## config.mk

```make
export PLATFORM = sky130hd
export DESIGN_NAME = mux_issue_ctrl
export DESIGN_NICKNAME = d
export VERILOG_FILES = /design/src/rtl/mux_issue_ctrl.sv
export SDC_FILE = /design/constraint.sdc
export NUM_CORES = 1
export LEC_CHECK = 0
export BUFFER_PORTS_ARGS = -buffer_cell sky130_fd_sc_hd__buf_2
export CORE_AREA = 2 2 82 84
export DETAILED_ROUTE_END_ITERATION = 7
export DIE_AREA = 0 0 84 86
export PLACE_DENSITY_LB_ADDON = 0.1
export RECOVER_POWER = 50
export SLEW_MARGIN = 20
export SYNTH_ARGS = -nofsm -noshare
export SYNTH_HDL_FRONTEND = slang
export SYNTH_SLANG_ARGS = --single-unit
```

## constraint.sdc

```tcl
create_clock -name Clk -period 5.65 [get_ports Clk]
set_input_delay 0.2825 -clock Clk [delete_from_list [all_inputs] [get_ports Clk]]
set_output_delay 0.2825 -clock Clk [all_outputs]
set_load 0.01 [all_outputs]
```

## src/rtl/mux_issue_ctrl.sv

```systemverilog
// mux_issue_ctrl: round-robin issue control for the 2-cycle registered 2:1 mux,
// with result tagging, downstream credits and an enable/drain quiesce FSM.
module mux_issue_ctrl #(
   parameter int DATA_WIDTH = 32,
   parameter int CREDITS    = 4
) (
   input  logic                  Clk,
   input  logic                  Reset_n,
   input  logic                  Enable,
   input  logic                  Req_A,
   input  logic [DATA_WIDTH-1:0] Data_A,
   output logic                  Gnt_A,
   input  logic                  Req_B,
   input  logic [DATA_WIDTH-1:0] Data_B,
   output logic                  Gnt_B,
   output logic [DATA_WIDTH-1:0] Mux_A,
   output logic [DATA_WIDTH-1:0] Mux_B,
   output logic                  Mux_Sel,
   input  logic [DATA_WIDTH-1:0] Mux_Out,
   output logic                  Out_Valid,
   output logic                  Out_Src,
   output logic [DATA_WIDTH-1:0] Out_Data,
   input  logic                  Credit_Return,
   output logic [3:0]            Credits_Avail,
   output logic                  Credit_Err,
   output logic                  Idle
);

   typedef enum logic [1:0] {
      IDLE  = 2'd0,
      RUN   = 2'd1,
      DRAIN = 2'd2
   } state_t;

   localparam logic [3:0] CRED_MAX = 4'(CREDITS);

   state_t     state;
   state_t     state_nxt;
   logic       last;
   logic [3:0] credits;
   logic       err;
   logic       v0;
   logic       s0;
   logic       v1;
   logic       s1;
   logic       issue;
   logic       pick_b;

   assign issue  = (state == RUN) & Enable & (credits != 4'd0)
                 & (Req_A | Req_B);
   // Under contention the requester that was not served last wins.
   assign pick_b = (Req_A & Req_B) ? ~last : Req_B;

   assign Gnt_A         = issue & ~pick_b;
   assign Gnt_B         = issue & pick_b;
   assign Mux_A         = Data_A;
   assign Mux_B         = Data_B;
   assign Mux_Sel       = Gnt_B;
   assign Out_Valid     = v1;
   assign Out_Src       = s1;
   assign Out_Data      = Mux_Out;
   assign Credits_Avail = credits;
   assign Credit_Err    = err;
   assign Idle          = (state == IDLE);

   // Leave for IDLE once stage 0 is empty: the last result is then
   // either on the output now or already gone.
   always_comb begin
      state_nxt = state;
      unique case (state)
         IDLE:    if (Enable) state_nxt = RUN;
         RUN:     if (!Enable) state_nxt = v0 ? DRAIN : IDLE;
         DRAIN:   if (!v0) state_nxt = IDLE;
         default: state_nxt = IDLE;
      endcase
   end

   always_ff @(posedge Clk or negedge Reset_n) begin
      if (!Reset_n) begin
         state <= IDLE;
         last  <= 1'b1;
      end else begin
         state <= state_nxt;
         if (issue) last <= pick_b;
      end
   end

   always_ff @(posedge Clk or negedge Reset_n) begin
      if (!Reset_n) begin
         v0 <= 1'b0;
         s0 <= 1'b0;
         v1 <= 1'b0;
         s1 <= 1'b0;
      end else begin
         v0 <= issue;
         s0 <= Gnt_B;
         v1 <= v0;
         s1 <= s0;
      end
   end

   always_ff @(posedge Clk or negedge Reset_n) begin
      if (!Reset_n) begin
         credits <= CRED_MAX;
         err     <= 1'b0;
      end else if (issue && !Credit_Return) begin
         credits <= credits - 4'd1;
      end else if (!issue && Credit_Return) begin
         if (credits == CRED_MAX) err <= 1'b1;
         else credits <= credits + 4'd1;
      end
   end

endmodule

```

==> flow_metrics.tcl, run 1 <==
set metrics [dict create \
    status "finished, final reports clean" \
    p_leak_nw 0.377 \
    crit_cells 11 \
    cpLargestDelayFamily "simple AND/OR/NAND/NOR gates" \
    dpl_cell_area_um2 768 \
    hold_class "in -> reg" \
    cpMaxStageDelayCell "or4_1" \
    worstPathMaxFanout 9 \
    power_mw 0.367 \
    slew_violations 0 \
    final_core_utilization 0.133 \
    num_rows 29 \
    cp_data_arrival_time_ns 2.86 \
    power_density_nw_per_um2 440 \
    path_clk_slew_ns 0.06 \
    io_pins 209 \
    numCtsBuffers 3 \
    crit_path_end_kind "register" \
    ys_types 27 \
    via_count 595 \
    drcViolationCount 0 \
    drt-wirelength-per-cell_um 16.0 \
    async_flop_share 1.00 \
    antenna_found_initial 0 \
    cp_cell_sequence "or4_1 > and3_4 > o21ai_2 > inv_2 > ha_1 > xor2_1 > ha_1 > a21oi_1 > xor2_1 > nor2_1 > mux2_1" \
    yosys-top-cells-area "buf_4 54%, dfrtp_1 19%, dfstp_2 3.9%" \
    ys.flop_type "dfrtp_1" \
    cp.required_ns 5.82 \
    setup_tns_ns 0 \
    regToRegSetupSlack_ns 2.95 \
    syn_nets 261 \
    grt_max_degree 13 \
    routed_wl_um 2470 \
    clk_path_buf_depth 2 \
    worstMarginPinSlew_ns 0.528 \
    synth_top_area_cell "buf_4" \
    worstHoldStart "Req_A" \
    portBuffers 16 \
    synth_area_per_cell_um2 8.62 \
    synth_common_cells "97 x buf_4, 10 x dfrtp_1, 7 x nand2_1" \
    pre_cts_slack_ns 2.94 \
    critPathMaxStageDelay_ns 0.54 \
    grt_overflow 0 \
    fp.dieW_um 84 \
    cts_resized 0 \
    synth-edff-count 0 \
    gp_routability_congestion 0.745 \
    grt_use_total 0.0659 \
    rr_worst_depth 11 \
    drive_above_1_share 0.338 \
    synth.ff_latch_count 12 \
    fillers 712 \
    setup_slack_ns 2.95 \
    setup-violations-final 0 \
    fmax_mhz 371 \
    fin_crit_sh 0.477 \
    chipHeight_um 86 \
    grt_pass1_vias 649 \
    cts-hold-fix-buffers 1 \
    ir_drop_v 0.0000883 \
    clockRootBuffer "clkbuf_8" \
    crit_end "Credits_Avail[2]$_DFFE_PN1P_" \
    path_buf_inv 1 \
    synth.most_common_cell "buf_4" \
    critical_path.startpoint "Credits_Avail[1]$_DFFE_PN0P_" \
    area_growth_pct -37.6 \
    synth_area_um2 1340 \
    core_area_um2 6280 \
    htreeDepth 1 \
    cts_setup_buffers 0 \
    rsz0062_at_grt "false" \
    start_util 0.213 \
    skew_ns 0.00265 \
    cts_sinks 12 \
    clk_latency_ns 0.24 \
    postRouteAntennaNets 0 \
    grt_pass1_wl_um 3670 \
    cts_tree "yes" \
    yosysWarnings 0 \
    synth_top_area_frac 0.545 \
    drtIter0Drc 42 \
    drt-pass1-iter-count 4 \
    final_hold_viol_count 0 \
    crit_type "reg -> reg" \
    via_per_inst 3.86 \
    fin_area_um2 833 \
    layout.nets 184 \
    r2r_start "Credits_Avail[1]$_DFFE_PN0P_" \
    syn_inst 155 \
    drv_cap 0 \
    hpwl_um 1890 \
    antenna_cells 0 \
    fin_crit_ns 2.70 \
    r2r-end "Credits_Avail[2]$_DFFE_PN1P_" \
    seq_area_frac_synth 0.227 \
    slew_headroom 0.645 \
    die-area_um2 7220 \
    crit_path_start_kind "register" \
]
state kept, by name (all words and copies together) (netlist names):
signal,flops
state,2
Credits_Avail,4
Out_Valid,1
s0,1
last,1
v0,1
Out_Src,1
Credit_Err,1
worst reg2reg max path: cells and delay by family (launching register included):
family,cells,cell delay (ns)
adder cells (fa/ha/maj),2,0.43
multiplexers,1,0.31
flip-flops,1,0.47
XOR/XNOR,2,0.33
AO/OA/AOI/OAI,2,0.21
AND/OR/NAND/NOR,3,0.81
buffers and inverters,1,0.06
how the worst min path moves through the flow:
stage | endpoint | slack, ns | depth (start not counted)
final | last$_DFFE_PN1P_ | 0.25 | 2
after global routing | last$_DFFE_PN1P_ | 0.26 | 2
after floorplan | Credit_Err$_DFFE_PN0P_ | -0.01 | 0
after detailed placement | state[1]$_DFFE_PN0P_ | 0.20 | 1
after global placement | Out_Valid$_DFF_PN0_ | 0.20 | 1
after CTS | last$_DFFE_PN1P_ | 0.24 | 2
power breakdown:
part           switching (mW)  internal, mW
sequential             0.0377         0.118
clock                  0.0331        0.0616
combinational          0.0616        0.0552
logic make-up (layout without fill, tap and decap cells):
family	count (synthesis)	count (layout)	share of synthesized area
XOR/XNOR	4	4	0.0262
flip-flops	12	12	0.227
AND/OR/NAND/NOR	18	18	0.0712
buffers and inverters	103	25	0.568
adder cells (fa/ha/maj)	4	4	0.0375
AO/OA/AOI/OAI	13	13	0.0618
multiplexers	1	1	0.00843
cell usage in the layout, fill, tap and decap left out, types with 3 or more instances in the layout:
master and count:
inv_1 3, a21oi_1 4, clkbuf_8 4, buf_2 16, nor2_1 3, xor2_1 3, ha_1 4, dfrtp_1 10
nand2_1 7
per-layer routing:
metal | vias up | wire (um) | GRT usage
met5 | - | 0 | 0
met1 | 262 | 798 | 0.0562
met3 | 24 | 586 | 0.0741
met2 | 75 | 982 | 0.0851
li1 | 234 | - | -
met4 | 0 | 99 | 0.0528
layout make-up:
cell class / instances / area [um^2] / share of cell area
clock buffers: 4 / 55.1 / 0.0661
inverters: 4 / 15.0 / 0.0180
repair buffers: 17 / 90.1 / 0.108
flip-flops and latches: 12 / 303 / 0.363
well taps: 77 / 96.3 / 0.116
multi-input cells: 40 / 274 / 0.329
through the flow:
step | instances | hold slack (ns)
final | 154 | 0.249
after global routing | 154 | 0.258
after CTS | 154 | 0.238
after floorplan | 155 | -0.0131
after detailed placement | 149 | 0.198
after global placement | 149 | 0.196
(Power assumes the default switching activity.)
==> run 2, diff against run 1 <==
--- a/config.mk
+++ b/config.mk
@@ -6,9 +6,9 @@
 export NUM_CORES = 1
 export LEC_CHECK = 0
 export BUFFER_PORTS_ARGS = -buffer_cell sky130_fd_sc_hd__buf_2
-export CORE_AREA = 2 2 82 84
+export CORE_AREA = 2 2 80 82
 export DETAILED_ROUTE_END_ITERATION = 7
-export DIE_AREA = 0 0 84 86
+export DIE_AREA = 0 0 82 84
 export PLACE_DENSITY_LB_ADDON = 0.1
 export RECOVER_POWER = 50
 export SLEW_MARGIN = 20
==> constraint.sdc (replaced) <==
create_clock -name Clk -period 2.5 [get_ports Clk]
set_input_delay 0.125 -clock Clk [delete_from_list [all_inputs] [get_ports Clk]]
set_output_delay 0.125 -clock Clk [all_outputs]
set_load 0.01 [all_outputs]
==> run 2 against run 1 <==
  * Total power up 150%
  * Highest routed layer unchanged
  * Flip-flop and latch count unchanged
  * Sequential power up 90%
  * Cell count up 5.8%
  * First-iteration DRC count down 67%
  * Core utilization up 2.1 points
  * Fmax up 11%
  * Worst hold slack worse by 0.14 ns
  * Die area down 4.7%
  * Critical endpoint unchanged
  * Largest cell class is now multi-input gates
  * Via count up 6.9%
==> flow_metrics.tcl, run 2 (synthesized netlist as in run 1, its figures left out) <==
set metrics [dict create \
    status "finished, final reports clean" \
    routed_wl_um 2350 \
    grt_max_degree 13 \
    grt_overflow 0 \
    setup_tns_ns 0 \
    layout.nets 193 \
    skew_ns 0.000763 \
    cp.required_ns 2.66 \
    regToRegSetupSlack_ns 0.08 \
    most-common-layout-cells "16 x buf_2, 10 x dfrtp_1, 9 x buf_4, 7 x nand2_1, 4 x clkbuf_8" \
    path_clk_slew_ns 0.05 \
    drt-pass1-iter-count 4 \
    cts_tree "yes" \
    fin_cells 163 \
    grt_use_total 0.0643 \
    drcViolationCount 0 \
    worstMarginPinSlew_ns 0.457 \
    fp.dieW_um 82 \
    fin_area_um2 938 \
    setup-violations-final 0 \
    clockRootBuffer "clkbuf_8" \
    via_per_inst 3.90 \
    drtIter0Drc 14 \
    fin_crit_sh 0.969 \
    largest_reg_flops 4 \
    die-area_um2 6890 \
    crit_path_start_kind "register" \
    crit_type "reg -> reg" \
    fillers 704 \
    area_growth_pct -29.8 \
    pre_cts_slack_ns 0.0350 \
    clk_latency_ns 0.24 \
    core_area_um2 6100 \
    cts_sinks 12 \
    grt_pass1_vias 607 \
    antenna_found_initial 0 \
    fmax_mhz 413 \
    chipHeight_um 84 \
    antenna_cells 0 \
    gp_routability_congestion 0.675 \
    drt-wirelength-per-cell_um 14.4 \
    place_inst 154 \
    dpl_cell_area_um2 825 \
    hpwl_um 1850 \
    grt_pass1_wl_um 3360 \
    final_common_cell "buf_2" \
    final_hold_viol_count 0 \
    via_count 636 \
    drv_cap 0 \
    numCtsBuffers 3 \
    cp_data_arrival_time_ns 2.59 \
    p_leak_nw 0.422 \
    power_density_nw_per_um2 973 \
    slew_headroom 0.693 \
    start_util 0.219 \
    drive_above_1_share 0.465 \
    num_rows 29 \
    crit_path_end_kind "register" \
    postRouteAntennaNets 0 \
    htreeDepth 1 \
    io_pins 209 \
    clk_path_buf_depth 2 \
    slew_violations 0 \
    ir_drop_v 0.000164 \
    hold_class "in -> reg" \
    worstPathMaxFanout 4 \
    portBuffers 16 \
    fin_crit_ns 2.42 \
    setup_slack_ns 0.0767 \
]
==> run 2: cell count changes in the layout (fill, tap and decap cells not counted) <==
cell     change
buf_4        +9
xor2_1       -1
o21ai_4      +1
a21oi_2      +1
or4_4        +1
xor2_2       +1
ha_1         -2
a21oi_1      -1
ha_4         +1
ha_2         +1
o21ai_2      -1
or4_1        -1
==> run 2: repair_timing <==
action / in CTS / in global routing
gates resized for setup: 0 / 3
hold buffers: 1 / 0
setup endpoints to repair: 0 / 1
buffers inserted: 0 / 4
hold endpoints to repair: 10 / 0
==> run 2: cell type report <==
class / instances / area [um^2] / share of cell area
Inverter: 4 / 15.0 / 0.0160
Tap cell: 77 / 96.3 / 0.103
Multi-Input combinational cell: 40 / 312 / 0.332
Sequential cell: 12 / 303 / 0.323
Timing Repair Buffer: 26 / 158 / 0.168
Clock buffer: 4 / 55.1 / 0.0587
==> run 2: power breakdown <==
part | total (mW) | switching, mW | internal (mW)
logic | 0.405 | 0.216 | 0.190
clock network | 0.210 | 0.0713 | 0.139
registers | 0.297 | 0.0319 | 0.265
total | 0.913 | 0.319 | 0.594
==> run 2: worst max-delay path, stage by stage, from the launching register on <==
cell and delay (ns):
dfstp_2 0.36, or4_4 0.51, and3_4 0.20, o21ai_4 0.06, inv_2 0.08, ha_4 0.18, xor2_2 0.14, ha_2 0.18
a21oi_2 0.11, xor2_1 0.15, nor2_1 0.07, mux2_1 0.31
==> run 2: worst paths after layout <==
kind	cells after the start	startpoint	endpoint
worst max-delay path	11	Credits_Avail[2]$_DFFE_PN1P_	Credits_Avail[2]$_DFFE_PN1P_
worst min-delay path	2	Req_A	last$_DFFE_PN1P_
worst max register to register	11	Credits_Avail[2]$_DFFE_PN1P_	Credits_Avail[2]$_DFFE_PN1P_
worst min register to register	0	s0$_DFF_PN0_	Out_Src$_DFF_PN0_
max in group asynchronous	2	Reset_n	Credits_Avail[2]$_DFFE_PN1P_
min in group asynchronous	2	Reset_n	Out_Valid$_DFF_PN0_
==> run 2: per-stage QoR <==
stage                     hold slack (ns)  utilization  power (mW)
after CTS                          0.0805        0.146       0.911
after global routing                0.112        0.154       0.998
after detailed placement           0.0331        0.135       0.690
final                               0.111        0.154       0.913
after floorplan                    -0.171            -       0.698
after global placement             0.0330        0.135       0.708
==> run 2: routing by layer <==
metal  vias to the layer above  routed length [um]  track usage
li1                        254                   -            -
met1                       274                 772       0.0620
met2                        78                 993       0.0828
met3                        30                 459       0.0574
met4                         0                 127       0.0530
met5                         -                   0            0
==> run 3, diff against run 2 <==
--- a/config.mk
+++ b/config.mk
@@ -5,7 +5,7 @@
 export SDC_FILE = /design/constraint.sdc
 export NUM_CORES = 1
 export LEC_CHECK = 0
-export BUFFER_PORTS_ARGS = -buffer_cell sky130_fd_sc_hd__buf_2
+export BUFFER_PORTS_ARGS = -buffer_cell sky130_fd_sc_hd__buf_4
 export CORE_AREA = 2 2 80 82
 export DETAILED_ROUTE_END_ITERATION = 7
 export DIE_AREA = 0 0 82 84
==> run 3 against run 2 <==
  * Flip-flop and latch count unchanged
  * First-iteration DRC count down 50%
  * Clock power about the same
  * Critical endpoint unchanged
  * Largest cell class unchanged
==> flow_metrics.tcl, run 3 (synthesized netlist as in run 1, its figures left out) <==
set metrics [dict create \
    final_common_cell "buf_4" \
    final_hold_viol_count 0 \
    antenna_found_initial 0 \
    numCtsBuffers 3 \
    cts_sinks 12 \
    drive_above_1_share 0.447 \
    slew_violations 0 \
    die-area_um2 6890 \
    clockRootBuffer "clkbuf_8" \
    chipHeight_um 84 \
    seqPwrFrac 0.316 \
    postRouteAntennaNets 0 \
    largest_reg_flops 4 \
    pre_cts_slack_ns 0.0324 \
    antenna_cells 0 \
    crit_type "reg -> reg" \
    power_mw 0.937 \
    power_density_nw_per_um2 973 \
    p_switching_mw 0.316 \
    skew_ns 0.00220 \
    ir_drop_v 0.000185 \
    core_area_um2 6100 \
    fillers 696 \
    grt_pass1_vias 593 \
    critPathMaxStageDelay_ns 0.51 \
    crit_path_start_kind "register" \
    fp.dieW_um 82 \
    final_core_utilization 0.158 \
    fin_crit_sh 0.965 \
    most-common-layout-cells "24 x buf_4, 10 x dfrtp_1, 7 x nand2_1, 4 x clkbuf_8" \
    drcViolationCount 0 \
    num_rows 29 \
    portBuffers 16 \
    status "finished, final reports clean" \
    grt_max_degree 13 \
    drt-wirelength-per-cell_um 14.6 \
    hold_class "in -> reg" \
    cts_tree "yes" \
    grt_use_total 0.0656 \
    slew_headroom 0.665 \
    cp.required_ns 2.67 \
    worstMarginPinSlew_ns 0.499 \
    routed_wl_um 2360 \
    hpwl_um 1920 \
    regArea_um2 303 \
    via_count 643 \
    crit_top_cell "xor2_1" \
    clk_path_buf_depth 2 \
    gp_routability_congestion 0.709 \
    crit_path_end_kind "register" \
    htreeDepth 1 \
    path_clk_slew_ns 0.05 \
    grt_overflow 0 \
    p_sw_frac 0.337 \
    drv_cap 0 \
    worstPathMaxFanout 3 \
    drtIter0Drc 7 \
    cp_cell_sequence "or4_1 > and3_4 > o21ai_4 > inv_2 > ha_4 > xor2_1 > ha_2 > a21oi_2 > xor2_1 > nor2_1 > mux2_4" \
    cpMaxStageDelayCell "or4_1" \
    fmax_mhz 414 \
    layout.nets 192 \
    multi_input_area_um2 304 \
    start_util 0.219 \
    pwr-share-clk 0.225 \
    rsz0062_at_grt "true" \
    power.internal_mw 0.621 \
    via_per_inst 3.97 \
    p_leak_nw 0.428 \
    fin_crit_ns 2.41 \
    combPwrFrac 0.460 \
    cp_data_arrival_time_ns 2.58 \
    io_pins 209 \
    setup_slack_ns 0.0871 \
    clk_latency_ns 0.24 \
    area_growth_pct -27.9 \
    setup-violations-final 0 \
    grt_pass1_wl_um 3410 \
    drt-pass1-iter-count 2 \
]
==> run 3: changes by cell type in the layout (fill, tap and decap cells not counted) <==
cell,change
or4_1,+1
xor2_2,-1
xor2_1,+1
buf_2,-16
mux2_1,-1
mux2_4,+1
buf_4,+15
or4_4,-1
==> run 3: repair_timing <==
item | 4_1_cts | 5_1_grt
hold buffers | 1 | 0
endpoints found under the hold margin | 12 | 0
endpoints found under the setup margin | 0 | 1
gates resized for setup | 0 | 2
buffers inserted | 0 | 3
==> run 3: worst max-delay path: cells and delay by family, from the launching register on <==
family | cells | cell delay [ns]
multiplexers | 1 | 0.31
buffers and inverters | 1 | 0.08
adder cells (fa/ha/maj) | 2 | 0.36
AO/OA/AOI/OAI | 2 | 0.09
AND/OR/NAND/NOR | 3 | 0.85
XOR/XNOR | 2 | 0.29
flip-flops | 1 | 0.36
==> run 3: layer usage <==
| metal | up-vias | global-route usage | share of wire |
|---|---|---|---|
| li1 | 254 | - | - |
| met1 | 285 | 0.0621 | 0.33 |
| met2 | 74 | 0.0850 | 0.42 |
| met3 | 30 | 0.0606 | 0.20 |
| met4 | 0 | 0.0530 | 0.055 |
| met5 | - | 0 | 0 |
==> run 3: worst paths after layout <==
kind	start	end	slack, ns	depth (start not counted)
setup / recovery	Credits_Avail[2]$_DFFE_PN1P_	Credits_Avail[2]$_DFFE_PN1P_	0.09	11
hold / removal	Req_A	last$_DFFE_PN1P_	0.08	2
setup reg to reg	Credits_Avail[2]$_DFFE_PN1P_	Credits_Avail[2]$_DFFE_PN1P_	0.09	11
hold reg to reg	s0$_DFF_PN0_	Out_Src$_DFF_PN0_	0.35	0
max in group asynchronous	Reset_n	last$_DFFE_PN1P_	2.00	2
min in group asynchronous	Reset_n	state[1]$_DFFE_PN0P_	0.27	2
==> run 3: through the flow <==
step	std cells	TNS [ns]	area (um^2)	hold WS (ns)
2_1_floorplan	155	-0.0198	1360	-0.171
3_3_place_gp	154	0	865	-0.0177
3_5_place_dp	154	0	865	-0.0189
4_1_cts	159	0	930	0.0603
5_1_grt	162	-0.00427	963	0.0843
6_report	162	0	963	0.0751
==> run 3: cell type report <==
class,count,area share
clock buffers,4,0.0571
inverters,4,0.0156
multi-input cells,40,0.316
flip-flops and latches,12,0.314
well taps,77,0.100
repair buffers,25,0.197
==> run 3: power groups by stage <==
| stage | registers, mW | logic (mW) | clock network (mW) |
|---|---|---|---|
| 2_1_floorplan | 0.333 | 0.364 | 0 |
| 3_3_place_gp | 0.302 | 0.432 | 0 |
| 6_report | 0.296 | 0.431 | 0.211 |
| 4_1_cts | 0.296 | 0.425 | 0.219 |
| 3_5_place_dp | 0.300 | 0.422 | 0 |
| 5_1_grt | 0.306 | 0.486 | 0.229 |
